### config.mk
export PLATFORM = sky130hd
export DESIGN_NAME = lower_part_or_carry_lookahead_adder32_aor_enc64
export DESIGN_NICKNAME = d
export VERILOG_FILES = /design/src/rtl/lower_part_or_carry_lookahead_adder32_aor_enc64.sv
export SDC_FILE = /design/constraint.sdc
export NUM_CORES = 1
export LEC_CHECK = 0
export CORE_MARGIN = 2
export CORE_UTILIZATION = 40
export DETAILED_ROUTE_END_ITERATION = 10
export PLACE_DENSITY_LB_ADDON = 0.12
export SLEW_MARGIN = 20
export SYNTH_ARGS = -nofsm -noshare
export SYNTH_HDL_FRONTEND = slang
export SYNTH_SLANG_ARGS = --single-unit
### constraint.sdc
create_clock -name clk_i -period 1.4 [get_ports clk_i]
set_clock_uncertainty 0.1 [all_clocks]
set_input_delay 0.21 -clock clk_i [delete_from_list [all_inputs] [get_ports clk_i]]
set_output_delay 0.21 -clock clk_i [all_outputs]
set_load 0.02 [all_outputs]
### src/rtl/lower_part_or_carry_lookahead_adder32_aor_enc64.sv
// Key-locked 32-bit lower-part-OR approximate adder.
// The low LOWER_WIDTH bits are ORed and the upper bits go through 4-bit CLA blocks.
// The 33-bit sum is registered once, so latency is one cycle.
module lower_part_or_carry_lookahead_adder32_aor_enc64 #(
  parameter int          LOWER_WIDTH = 8,
  parameter logic [63:0] CORRECT_KEY = 64'h9634809C305E141C
) (
  input  logic        clk_i,
  input  logic        rst_i,
  input  logic [31:0] add1_i,
  input  logic [31:0] add2_i,
  input  logic [63:0] keyinput,
  output logic [32:0] result_o
);

  // Upper (exact) part width, number of 4-bit CLA blocks, and padded width.
  localparam int UW = 32 - LOWER_WIDTH;
  localparam int NB = (UW + 3) / 4;
  localparam int PW = NB * 4;

  logic [31:0] aEff;
  logic [31:0] bEff;
  logic [LOWER_WIDTH-1:0] lowOr;
  logic cinUp;
  logic [PW-1:0] aUp;
  logic [PW-1:0] bUp;
  logic [PW-1:0] gUp;
  logic [PW-1:0] pUp;
  logic [PW:0] cUp;
  logic [NB:0] blkC;
  logic [32:0] result_d;
  logic [32:0] result_q;

  // Key gates: a matching key bit cancels the built-in inversion, a wrong one flips the operand bit.
  assign aEff = add1_i ^ keyinput[31:0] ^ CORRECT_KEY[31:0];
  assign bEff = add2_i ^ keyinput[63:32] ^ CORRECT_KEY[63:32];

  // Approximate lower part; its top bit pair still generates the carry into the exact part.
  assign lowOr = aEff[LOWER_WIDTH-1:0] | bEff[LOWER_WIDTH-1:0];
  assign cinUp = aEff[LOWER_WIDTH-1] & bEff[LOWER_WIDTH-1];

  // Upper operands zero-padded to whole blocks; padded bits have g = p = 0.
  assign aUp = PW'(aEff[31:LOWER_WIDTH]);
  assign bUp = PW'(bEff[31:LOWER_WIDTH]);
  assign gUp = aUp & bUp;
  assign pUp = aUp ^ bUp;

  assign blkC[0] = cinUp;

  for (genvar b = 0; b < NB; b++) begin : g_cla
    logic [3:0] g;
    logic [3:0] p;
    logic       c0;
    logic       blkG;
    logic       blkP;

    assign g  = gUp[4*b +: 4];
    assign p  = pUp[4*b +: 4];
    assign c0 = blkC[b];

    // Internal carries in two-level lookahead form from the block carry-in.
    assign cUp[4*b]     = c0;
    assign cUp[4*b + 1] = g[0] | (p[0] & c0);
    assign cUp[4*b + 2] = g[1] | (p[1] & g[0]) | (p[1] & p[0] & c0);
    assign cUp[4*b + 3] = g[2] | (p[2] & g[1]) | (p[2] & p[1] & g[0])
                        | (p[2] & p[1] & p[0] & c0);

    // Block group generate/propagate feed the block-level carry chain.
    assign blkG = g[3] | (p[3] & g[2]) | (p[3] & p[2] & g[1])
                | (p[3] & p[2] & p[1] & g[0]);
    assign blkP = &p;
    assign blkC[b + 1] = blkG | (blkP & c0);
  end

  assign cUp[PW] = blkC[NB];

  // Assemble the next result: OR part low, exact sum above, carry-out taken at the real upper width.
  always_comb begin
    result_d = '0;
    result_d[LOWER_WIDTH-1:0] = lowOr;
    result_d[31:LOWER_WIDTH]  = pUp[UW-1:0] ^ cUp[UW-1:0];
    result_d[32]              = cUp[UW];
  end

  // Single output register; reset clears it immediately and discards any in-flight sum.
  always_ff @(posedge clk_i or posedge rst_i) begin
    if (rst_i) begin
      result_q <= '0;
    end else begin
      result_q <= result_d;
    end
  end

  assign result_o = result_q;

endmodule

# Word-level counts from Yosys, hierarchy flattened

Index checks and enable logic that the tools add are counted.

Bits in registers: 33
Bits of input ports: 130
Output and inout port bits: 33
Logic and storage cells: 166

Bitwise operators: 159
Reduce and logical (&&, ||, !) cells: 6

Operators by type and width:

| operator            | number |
|---|---|
| 1-bit bitwise AND   | 91 |
| 32-bit XOR          | 2 |
| 1-bit bitwise OR    | 60 |
| 24-bit XOR          | 2 |
| 24-bit bitwise AND  | 1 |
| 12-bit inverter     | 2 |
| 4-bit AND reduction | 6 |
| 8-bit bitwise OR    | 1 |

# Longest topological paths before layout

Gate-level depths: netlist of the first run.

Depth after elaboration: 19
Mapped depth: 10
Mapped depth without buffers: 10

# Least setup slack after synthesis of the first run

Ideal clock, no wire load.

Path kind: in2reg
From: input keyinput[45]
To: register result_q[25] (netlist: result_o[25])
Library setup time: 0.123 ns
Arrival: 2.235 ns
Data required time: 1.177 ns
Slack: -1.058 ns
Stages on the path: 9
Path buffers: 0
Path through: xor2_1 > ha_1 > a21oi_1 > o21ai_1 > a221oi_2 > a21oi_2 > a21o_1 > fa_1 > xor2_1

Cells in the longest elaborated chain, start to end: 13
Elaborated cells on any way between the ends: 18
Those cells by class: 17 x bitwise; 1 x reduce/logical

RTL lines:

| item                                                  | line   | RTL |
|---|---|---|
| start, declared                                       | 12     | `input logic [63:0] keyinput,` |
| 32-bit XOR *                                          | 36     | `assign bEff = add2_i ^ keyinput[63:32] ^ CORRECT_KEY[63:32];` |
| 24-bit bitwise AND or 24-bit XOR (tied branches)      | 45, 46 |  |
| 1-bit bitwise AND (on tied branches)                  | 69, 70 |  |
| 1-bit bitwise OR or 1-bit bitwise AND (tied branches) | 69, 70 |  |
| 1-bit bitwise OR                                      | 70     | `\| (p[3] & p[2] & p[1] & g[0]);` |
| 1-bit bitwise OR *                                    | 72     | `assign blkC[b + 1] = blkG \| (blkP & c0);` |
| 1-bit bitwise AND *                                   | 72     |  |
| 1-bit bitwise OR *                                    | 72     |  |
| 1-bit bitwise AND *                                   | 72     |  |
| 1-bit bitwise OR *                                    | 72     |  |
| 1-bit bitwise AND *                                   | 63     | `assign cUp[4*b + 1] = g[0] \| (p[0] & c0);` |
| 1-bit bitwise OR *                                    | 63     |  |
| 24-bit XOR *                                          | 81     | `result_d[31:LOWER_WIDTH] = pUp[UW-1:0] ^ cUp[UW-1:0];` |
| via result_d[25]                                      | 31     | `logic [32:0] result_d;` |
| end signal, assigned                                  | 90     | `result_q <= result_d;` |
| end, declared                                         | 32     | `logic [32:0] result_q;` |

Mark *: on every way through the listed nets, which the timed path passes. The rest lies on a longest branch.

# Worst setup path after layout of the first run

From: input keyinput[40]
To: register result_q[28] (netlist: result_o[28])

Cells in the longest elaborated chain, start to end: 14
Elaborated cells on any way between the ends: 17
Those cells by class: 16 x bitwise; 1 x reduce/logical

RTL lines:

| item                                                     | line |
|---|---|
| 32-bit XOR *                                             | 36 |
| 24-bit XOR or 24-bit bitwise AND (tied branches)         | 46, 45 |
| 4-bit AND reduction or 1-bit bitwise AND (tied branches) | 71, 70 |
| 1-bit bitwise AND or 1-bit bitwise OR (tied branches)    | 72, 70 |
| 1-bit bitwise OR *                                       | 72 |
| 1-bit bitwise AND *                                      | 72 |
| 1-bit bitwise OR *                                       | 72 |
| 1-bit bitwise AND *                                      | 72 |
| 1-bit bitwise OR *                                       | 72 |
| 1-bit bitwise AND *                                      | 72 |
| 1-bit bitwise OR *                                       | 72 |
| 1-bit bitwise AND *                                      | 72 |
| 1-bit bitwise OR *                                       | 72 |
| 24-bit XOR *                                             | 81 |
| via result_d[28]                                         | 31 |

Marks and branches as above.

==> impl.org, run 1 <==
** CTS
- CTS saw 33 sinks.
- Number of buffers added by the clock tree synthesis step :: 5
- The longest clock path from root to sink contains 2 buffers.
- Clock-pin slew of the registers on the worst-case setup and hold paths :: 0.08 ns
- H-tree levels :: 2
- TritonCTS built the clock tree.
- Clock tree synthesis selected as its root buffer the cell clkbuf_8.

** Route
- 1st-pass router iterations :: 4
- Total DRC errors in the routed layout :: 0
- The detail route stage leaves a number of antenna-violating nets equal to 0.
- DRT Wirelength :: 10330 um
- Mean number of vias per cell :: approximately 5.0
- Routed wire length per instance :: roughly 18 um
- Via Count :: between 2k and 3k
- The detailed router finished its first iteration with 60 violations.

** Run status
- The run finished, with violations left.
- Failing checks :: negative setup slack

** Worst setup path
- The slowest stage of the critical path belongs to the cell fa_2.
- Cells along the critical path :: buf_6 > xor2_1 > ha_1 > nand3_4 > nor4_4 > o311ai_4 > a211oi_2 > nand2b_4 > fa_2
- Category of the worst setup path launch point :: input pin
- The critical path is of the in2reg type.
- Counting both buffers and inverters, the worst setup path holds a total of 1.
- Highest cell delay on the worst timing path :: approximately 0.43 ns
- Category of the worst setup path capture point :: register
- At the worst endpoint, the arrival time is roughly 2.4 ns.
- Critical path required time :: 1.46 ns
- Of all nets on the critical path, the largest fanout is 4.
- On the critical path the largest part of the delay comes from adder cells.

** Timing
- At the pin with the least slew margin, the transition time is 0.3646 ns.
- Max Clk Rate :: around 430 MHz
- Setup repair after global routing could not meet its margin everywhere.
- After layout, the minimum clock period comes to 2.309 ns.
- Worst Hold Margin :: between 0.15 and 0.2 ns
- In the finished design, the share of the clock period the worst path needs comes to 1.650.
- Final worst slack :: -0.9095 ns
- Endpoints failing setup :: 23
- Max_slew headroom :: 0.7563
- Total count of hold-check failures in the final report :: 0
- Count of final max-slew check failures :: 0

** Global route
- Total routing resource utilization after global routing :: 0.2395
- The first global-routing pass estimated 13880 um of wire.
- Vias in the first global route :: 3025
- Summed over all layers, the global routing overflow is 0.
- Initial antenna violation count :: 0
- Entering global routing, the biggest net connects 34 pins.

** Floorplanning
- Die extent in y :: ~85 um
- For this configuration, the core starts out at a cell density of 0.4106.
- The floorplan has 29 rows.
- The die covers around 7000 sq um.
- Chip width :: approximately 85 um
- 163 I/O pins were placed.
- After floorplanning, the core was sized to cover 6314 sq um.

** Synth
- Area leader, netlist :: dfrtp_1
- Dividing the synthesized area by the synthesized cell count gives 10.58 sq um.
- In this run the cell area of the synthesized design comes to about 2600 sq um.
- Synth unique cells :: between 40 and 50
- Synthesis-stage register bit count :: 33
- The share of the Yosys chip area taken by registers is 0.3185.
- By area the synthesized netlist is led by dfrtp_1 32%, xor2_1 15%, ha_1 12%.
- The Yosys step of the flow raised 0 warnings.
- The synthesized design contains 0 enable-type register cells.
- For this run, asynchronously set or reset flops after synthesis account for 1.000.
- Portion of synthesized cell area occupied by the leading cell type :: 0.3185
- Most frequently used flop master after synthesis :: dfrtp_1
- Mapped Cells :: 245
- Counting every net in the synthesized netlist gives 405.

** Layout
- The library cells used most frequently in the layout, excluding fill and tap cells, are 85 x buf_4, 48 x dlygate4sd2_1, 43 x clkdlybuf4s50_1.
- For this run, the share of the core covered by cells in the final layout is 0.8601.
- Most common cell after layout, fill and taps aside :: buf_4
- The final layout contains 668 nets.
- In the final layout, the share of cells above drive strength 1 is 0.4990.
- Diodes inserted :: 0
- Flip-flop count of the largest register after layout :: 33
- Growth of design area from synthesis to finish :: 109.5%

** Placed design
- The HPWL after detailed placement is about 6400 um.
- Global placement routability congestion :: between 0.8 and 0.9
- Before CTS, the worst setup slack after placement is -1.509 ns.
- Port-buffer cells :: ~160

** Power
- Max rail drop VDD :: between 0.7 and 0.8 mV
- Total power of the final layout :: around 5800 uW
- Static leakage :: 0.002524 uW
- Ratio of total power to cell area :: about 1100 nW/um^2

** Hold path
- In this run the worst hold path is classified as in2async.

** Job
- Max Cap Violations :: 0
-- repair_timing --
action | 4_1_cts | 5_1_grt
setup buffers | 26 | 19
gates resized for setup | 241 | 136
endpoints found under the setup margin | 58 | 24
pin swaps | 99 | 97
hold buffers | 0 | 0
cloned | 0 | 0
-- tightest hold or removal path, cell delays in order --
cell and delay, ns:
clkdlybuf4s50_1 0.40, inv_1 0.10, buf_12 0.22
-- where the power goes --
part	internal, uW	total (uW)	leakage, uW	switching (uW)
sequential	1270	1350	0.000373	81.0
combinational	1820	3680	0.00210	1860
clock	445	813	0.0000542	368
total	3540	5840	0.00252	2310
-- metrics by stage --
stage / setup TNS [ns] / instances / cell area, sq um
floorplan: -13.63 / 245 / 2709
global placement: -28.26 / 538 / 4845
detailed placement: -29.78 / 538 / 4845
CTS: -14.17 / 569 / 5124
global route: -16.45 / 586 / 5430
finish: -15.36 / 586 / 5430
-- final timing paths --
| kind | startpoint | endpoint | cells after the start |
|---|---|---|---|
| worst max-delay path | keyinput[40] | result_o[28] | 9 |
| worst min-delay path | rst_i | result_o[23] | 3 |
| max in group asynchronous | rst_i | result_o[21] | 3 |
| min in group clk_i | add2_i[12] | result_o[12] | 5 |
-- Yosys cell counts, types with 2 or more instances --
library cell	number
a21oi_1	13
fa_1	6
ha_1	24
and2_1	2
o21ai_0	3
a2111o_1	2
inv_1	5
o31ai_1	3
nor4b_1	2
a31oi_1	4
nor2b_1	3
nand3_1	4
a21o_1	4
dfrtp_1	33
and4_1	2
nor2_1	13
o21a_1	2
nor3_1	2
xnor2_1	31
xor2_1	45
nand2_1	19
o21ai_1	2
nand2b_1	3
-- cell families (layout without fill, tap and decap cells) --
| family | count (synthesis) | after routing | share of synthesized area |
|---|---|---|---|
| AO/OA/AOI/OAI | 44 | 44 | 0.1313 |
| XOR/XNOR | 78 | 78 | 0.2693 |
| adder cells (fa/ha/maj) | 30 | 30 | 0.1622 |
| buffers and inverters | 5 | 269 | 0.007240 |
| flip-flops | 33 | 33 | 0.3185 |
| AND/OR/NAND/NOR | 55 | 55 | 0.1115 |
-- area by class of cell --
| class | instances | area, sq um |
|---|---|---|
| fill | 345 | 883.3 |
| inverter | 5 | 18.77 |
| multi-input combinational | 207 | 2311 |
| clock buffer | 7 | 96.34 |
| timing repair buffer | 256 | 2077 |
| tap | 77 | 96.34 |
| sequential | 33 | 825.8 |
| clock inverter | 1 | 5.005 |
-- routing by layer --
layer  GRT usage  vias to the layer above  wire length, um
li1            -                     1363                -
met5           0                        -                0
met2      0.4732                      144             5811
met3     0.04916                       34              671
met1      0.2553                     1411             3446
met4     0.06061                        0              400
Power figures use the tool's default switching activity.
==> inputs of run 2 (changes only) <==
REMOVE_ABC_BUFFERS = 1   (was not set)
==> impl.org, run 2 (synthesis results as in run 1) <==
** Placed design
- Cell area reported after detailed placement :: about 4700 sq um
- After legalization and detailed placement, the total HPWL measured between 6000 and 7000 um.
- DP Cell Count :: 540
- Global placement routability congestion :: around 0.85
- At the placement stage, the worst setup path has a slack of -1.640 ns.
- Input and output buffers added on the ports amount to 162.

** Floorplanning
- Measured along the x axis, the die boundary spans approximately 85 um.
- Effective utilization at floorplan :: 0.4106
- Die extent in y :: 84.51 um
- During I/O placement, the number of pins put on the boundary was between 150 and 200.
- Row generation in the floorplan step produced 29 rows.
- The floorplan step defined a core boundary enclosing between 6000 and 7000 sq um.
- The die covers between 7000 and 8000 sq um.

** Global route
- Total routing resource utilization after global routing :: 0.2721
- Final global-route overflow total :: 0
- Global-route wire length before repair :: between 15000 and 20000 um
- The via count of the first global-routing pass came to 3267.
- The number of antenna violations at the first check in global routing came to 0.
- Entering global routing, the biggest net connects 18 pins.

** Worst setup path
- Endpoint arrival time on the critical path :: around 2.4 ns
- Top fanout value on the critical path :: 4
- STA classifies the critical path endpoint as a register.
- By startpoint and endpoint, the worst setup path is classified as in2reg.
- Critical path required time :: 1.47 ns
- Category of the worst setup path launch point :: input pin

** Layout
- The library cells used most frequently in the layout, excluding fill and tap cells, are 86 x buf_4, 45 x clkdlybuf4s50_1, 41 x dlygate4sd2_1.
- Most common cell after layout, fill and taps aside :: buf_4
- The repair_antennas step left the layout with diodes totalling 0.
- Final non-filler cell total :: between 500 and 600
- In the final layout, the share of cells above drive strength 1 is 0.4709.
- Growth of design area from synthesis to finish :: 114.3%
- Flip-flop count of the largest register after layout :: 33
- For this run, the post-layout net count is between 600 and 700.
- With fillers left out, the area of the finished cells amounts to 5557 sq um.

** Route
- After detailed routing, the number of vias per cell comes to 5.248.
- 1st-pass router iterations :: 5
- Starting DRC count in detailed routing :: between 100 and 150
- DRT Wirelength :: approximately 12000 um
- Total DRC errors in the routed layout :: 0
- The detail route stage leaves a number of antenna-violating nets equal to 0.
- In the final routed layout, each cell accounts on average for ~19 um.
- Detailed routing inserted a total of 3112 vias.

** Run status
- Failing checks :: negative setup slack
- The flow ran to the end, but the final reports show violations.

** CTS
- Deepest clock path buffer count :: 2
- CTS root buffer :: clkbuf_8
- Number of buffers added by the clock tree synthesis step :: 5
- TritonCTS clock tree :: yes
- Clock-pin slew was measured on the worst setup and hold paths at ~0.070 ns.
- Clock sinks :: 33
- H-tree levels :: 2
- Number of hold buffers added after CTS :: 0

** Timing
- The number of hold violations in the final report came to 0.
- Setup repair after global routing missed its margin :: yes
- The count of final max-slew check failures came to 0.
- Max Clk Rate :: about 430 MHz
- Tmin final :: between 2 and 2.5 ns
- Endpoints failing setup :: 25
- Max_slew headroom :: 0.7360
- Across all setup checks in the final design, the least slack found is -0.9136 ns.
- At the pin with the least slew margin, the transition time is approximately 0.4 ns.
- On the final layout, the worst hold slack is approximately 0.16 ns.
- Final critical-path share of the clock period :: 1.653

** Job
- Max Cap Violations :: 0

** Power
- In this run the power density over the cells is 1076 nW/um^2.
- In this run the static leakage power is roughly 0.0025 uW.
- IR analysis of the VDD net gives a maximum drop of approximately 0.70 mV.
- Power comes to roughly 6000 uW.

** Hold path
- The worst hold path belongs to the class in2async.
==> run 2: critical path, cell delays in order <==
cell	delay [ns]
buf_6	0.09
xor2_1	0.16
ha_2	0.40
buf_6	0.14
nand3_4	0.08
nor4_4	0.25
o311ai_4	0.17
a211oi_2	0.28
nand2b_4	0.17
fa_2	0.43
==> run 2: how the worst max path moves through the flow <==
stage | startpoint | endpoint | slack (ns) | depth (start not counted)
2_1_floorplan | keyinput[45] | result_o[25] | -1.06 | 9
3_3_place_gp | add1_i[12] | result_o[29] | -1.57 | 11
3_5_place_dp | add1_i[12] | result_o[29] | -1.64 | 11
4_1_cts | add1_i[9] | result_o[28] | -0.81 | 10
5_1_grt | keyinput[41] | result_o[28] | -1.00 | 10
6_report | add1_i[9] | result_o[28] | -0.91 | 10
==> run 2: power breakdown <==
group	total (uW)	leakage, uW	switching (uW)	internal, uW
logic	3920	0.00212	1990	1930
clock network	687	0.0000399	360	327
registers	1370	0.000373	95.0	1270
==> run 2: area by class of cell <==
class	count	area [sq um]
inverter	5	18.77
multi-input combinational	207	2305
clock buffer	5	68.82
sequential	33	825.8
tap	77	96.34
clock inverter	1	5.005
timing repair buffer	265	2237
fill	294	757.0
==> run 2: per-layer routing <==
| metal | routed length, um | global-route usage | vias to the layer above |
|---|---|---|---|
| met3 | 869 | 0.06686 | 46 |
| li1 | - | - | 1385 |
| met5 | 0 | 0 | - |
| met4 | 586 | 0.1299 | 0 |
| met1 | 3937 | 0.2722 | 1502 |
| met2 | 6115 | 0.5197 | 179 |
==> run 2: stage by stage <==
step	TNS [ns]	util
after detailed placement	-32.25	0.7493
after global routing	-17.15	0.8801
final	-15.54	0.8801
after floorplan	-15.26	-
after global placement	-30.30	0.7493
after CTS	-13.95	0.8246
==> run 2: timing repair <==
action / in CTS / in global routing
endpoints found under the setup margin: 58 / 25
cloned: 0 / 0
pin swaps: 104 / 89
gates resized for setup: 276 / 108
buffers inserted: 34 / 19
==> variant: new RTL, flow settings as in run 2 <==
Change the parameter `LOWER_WIDTH` from 8 to 6.
--- a/src/rtl/lower_part_or_carry_lookahead_adder32_aor_enc64.sv
+++ b/src/rtl/lower_part_or_carry_lookahead_adder32_aor_enc64.sv
@@ -4,3 +4,3 @@
 module lower_part_or_carry_lookahead_adder32_aor_enc64 #(
-  parameter int          LOWER_WIDTH = 8,
+  parameter int          LOWER_WIDTH = 6,
   parameter logic [63:0] CORRECT_KEY = 64'h9634809C305E141C
Check against the original RTL: not equivalent (a bounded check fails within 4 cycles, from zero or initial values and one cycle with rst_i high).
==> variant against run 2 <==
  * The flow still finishes with violations (negative setup slack)
  * Setup slack lost 0.22 ns
  * Sequential cell count stayed put
  * Cell area increased by 3.1%
  * Area after synthesis is 2.0% higher
  * Power grew 8.8%
  * Sequential share of layout area fell by 0.44 points
  * Routed wire length up 1.9%
  * Critical path type unchanged
==> variant: results (changes against run 2) <==
[metrics] CP peak stage delay: 0.36 ns (was 0.43 ns)
[metrics] internal power: 0.00398 W (was 0.00353 W)
[metrics] arithmetic-cell share of the synthesized area counting full adders, half adders and majority gates: 17.6% (was 16.2%)
[metrics] violated checks: negative setup slack (unchanged)
[metrics] die outline area: 7280 um2 (was 7140 um2)
[metrics] Global Route Usage Sum: 25.5% (was 27.2%)
[metrics] global-route met3 utilization: 5.45% (was 6.69%)
[metrics] Synth Area in Compound Gates: 12.0% (was 13.1%)
[metrics] highest ir drop seen on vdd: 0.00109 V (was 0.000700 V)
[metrics] final HPWL from detailed placement: 6.37 mm (about the same)
[metrics] ratio of cells with drive above 1 in the final layout: 49.9% (was 47.1%)
[metrics] maximum number of pins on one net before global-route repair: 34 (was 18)
[metrics] final setup violation count: 25 (unchanged)
[metrics] Slowest cell on crit path: sky130_fd_sc_hd__a221o_1 (was sky130_fd_sc_hd__fa_2)
[metrics] number of global-route vias before repair: 3280 (was 3267)
[metrics] M2 GR Usage: 49.4% (was 52.0%)
[metrics] relative slew slack: 71.6% (was 73.6%)
[metrics] via density per instance: 5.17 (was 5.25)
[metrics] post-layout net count: 699 (was 677)
[metrics] CTS clk-pin slew, worst paths: 0.09 ns (was 0.07 ns)
[metrics] ranking of synthesized cells by instance count: sky130_fd_sc_hd__xor2_1 (50), sky130_fd_sc_hd__dfrtp_1 (33), sky130_fd_sc_hd__xnor2_1 (28), sky130_fd_sc_hd__ha_1 (26), sky130_fd_sc_hd__inv_1 (17) (was sky130_fd_sc_hd__xor2_1 (45), sky130_fd_sc_hd__dfrtp_1 (33), sky130_fd_sc_hd__xnor2_1 (31), sky130_fd_sc_hd__ha_1 (24), sky130_fd_sc_hd__nand2_1 (19))
[metrics] outcome: finished with violations (unchanged)
[metrics] total routed wirelength: 11.7 mm (was 11.5 mm)
[metrics] Lkg Pwr: 2.69 nW (was 2.53 nW)
[metrics] critical path data arrival time: 2.62 ns (was 2.38 ns)
[metrics] # fillers: 289 (was 294)
[metrics] post-synthesis sequential area ratio: 31.2% (was 31.9%)
[metrics] worst-case setup margin in the final layout: -1.13 ns (was -0.914 ns)
## variant: logic make-up after synthesis
| kind of cell | after synthesis |
|---|---|
| XOR/XNOR | 78 |
| AND/OR/NAND/NOR | 56 |
| AO/OA/AOI/OAI | 44 |
| adder cells (fa/ha/maj) | 33 |
| flip-flops | 33 |
| buffers and inverters | 18 |
## variant: path summary, 6_finish.rpt
path	start	cells past startpoint	to	slack, ns
max	keyinput[24]	11	result_o[31]	-1.13
min	rst_i	3	result_o[20]	0.15
max in group asynchronous	rst_i	3	result_o[8]	0.86
min in group clk_i	add2_i[5]	4	result_o[5]	0.30
## variant: per-layer routing
layer / up-vias / share of wire [%]
li1: 1431 / -
met1: 1501 / 34
met2: 195 / 54
met3: 47 / 8.0
met4: 0 / 3.8
met5: - / 0
## variant: what timing repair did
item                       4_1_cts  5_1_grt
resized for setup              372       71
setup endpoints to repair       60       27
setup buffers                   37       22
pin swaps                      124       74
## variant: power groups by stage
| stage | clock, W | sequential, W | combinational, W |
|---|---|---|---|
| 3_5_place_dp | 0 | 0.00140 | 0.00318 |
| 2_1_floorplan | 0 | 0.00184 | 0.00103 |
| 6_report | 0.00112 | 0.00139 | 0.00400 |
| 3_3_place_gp | 0 | 0.00139 | 0.00311 |
| 4_1_cts | 0.00111 | 0.00137 | 0.00344 |
| 5_1_grt | 0.00115 | 0.00142 | 0.00422 |
## variant: area by class of cell
cell class	count	area (um2)	share of cell area, %
Clock buffer	5	68.8	1.20
Clock inverter	3	65.1	1.14
Inverter	17	63.8	1.11
Multi-Input combinational cell	211	2370	41.4
Sequential cell	33	826	14.4
Tap cell	77	96.3	1.68
Timing Repair Buffer	268	2240	39.1
## variant: through the flow
| step | cells | worst slack [ns] | TNS [ns] | instance area, um2 | total power (W) |
|---|---|---|---|---|---|
| final | 614 | -1.13 | -17.50 | 5730 | 0.00650 |
| after global placement | 554 | -1.88 | -34.25 | 4780 | 0.00450 |
| after floorplan | 261 | -1.39 | -17.62 | 2640 | 0.00287 |
| after global routing | 614 | -1.24 | -18.97 | 5730 | 0.00678 |
| after CTS | 596 | -1.04 | -16.03 | 5360 | 0.00592 |
| after detailed placement | 554 | -1.91 | -35.98 | 4780 | 0.00458 |
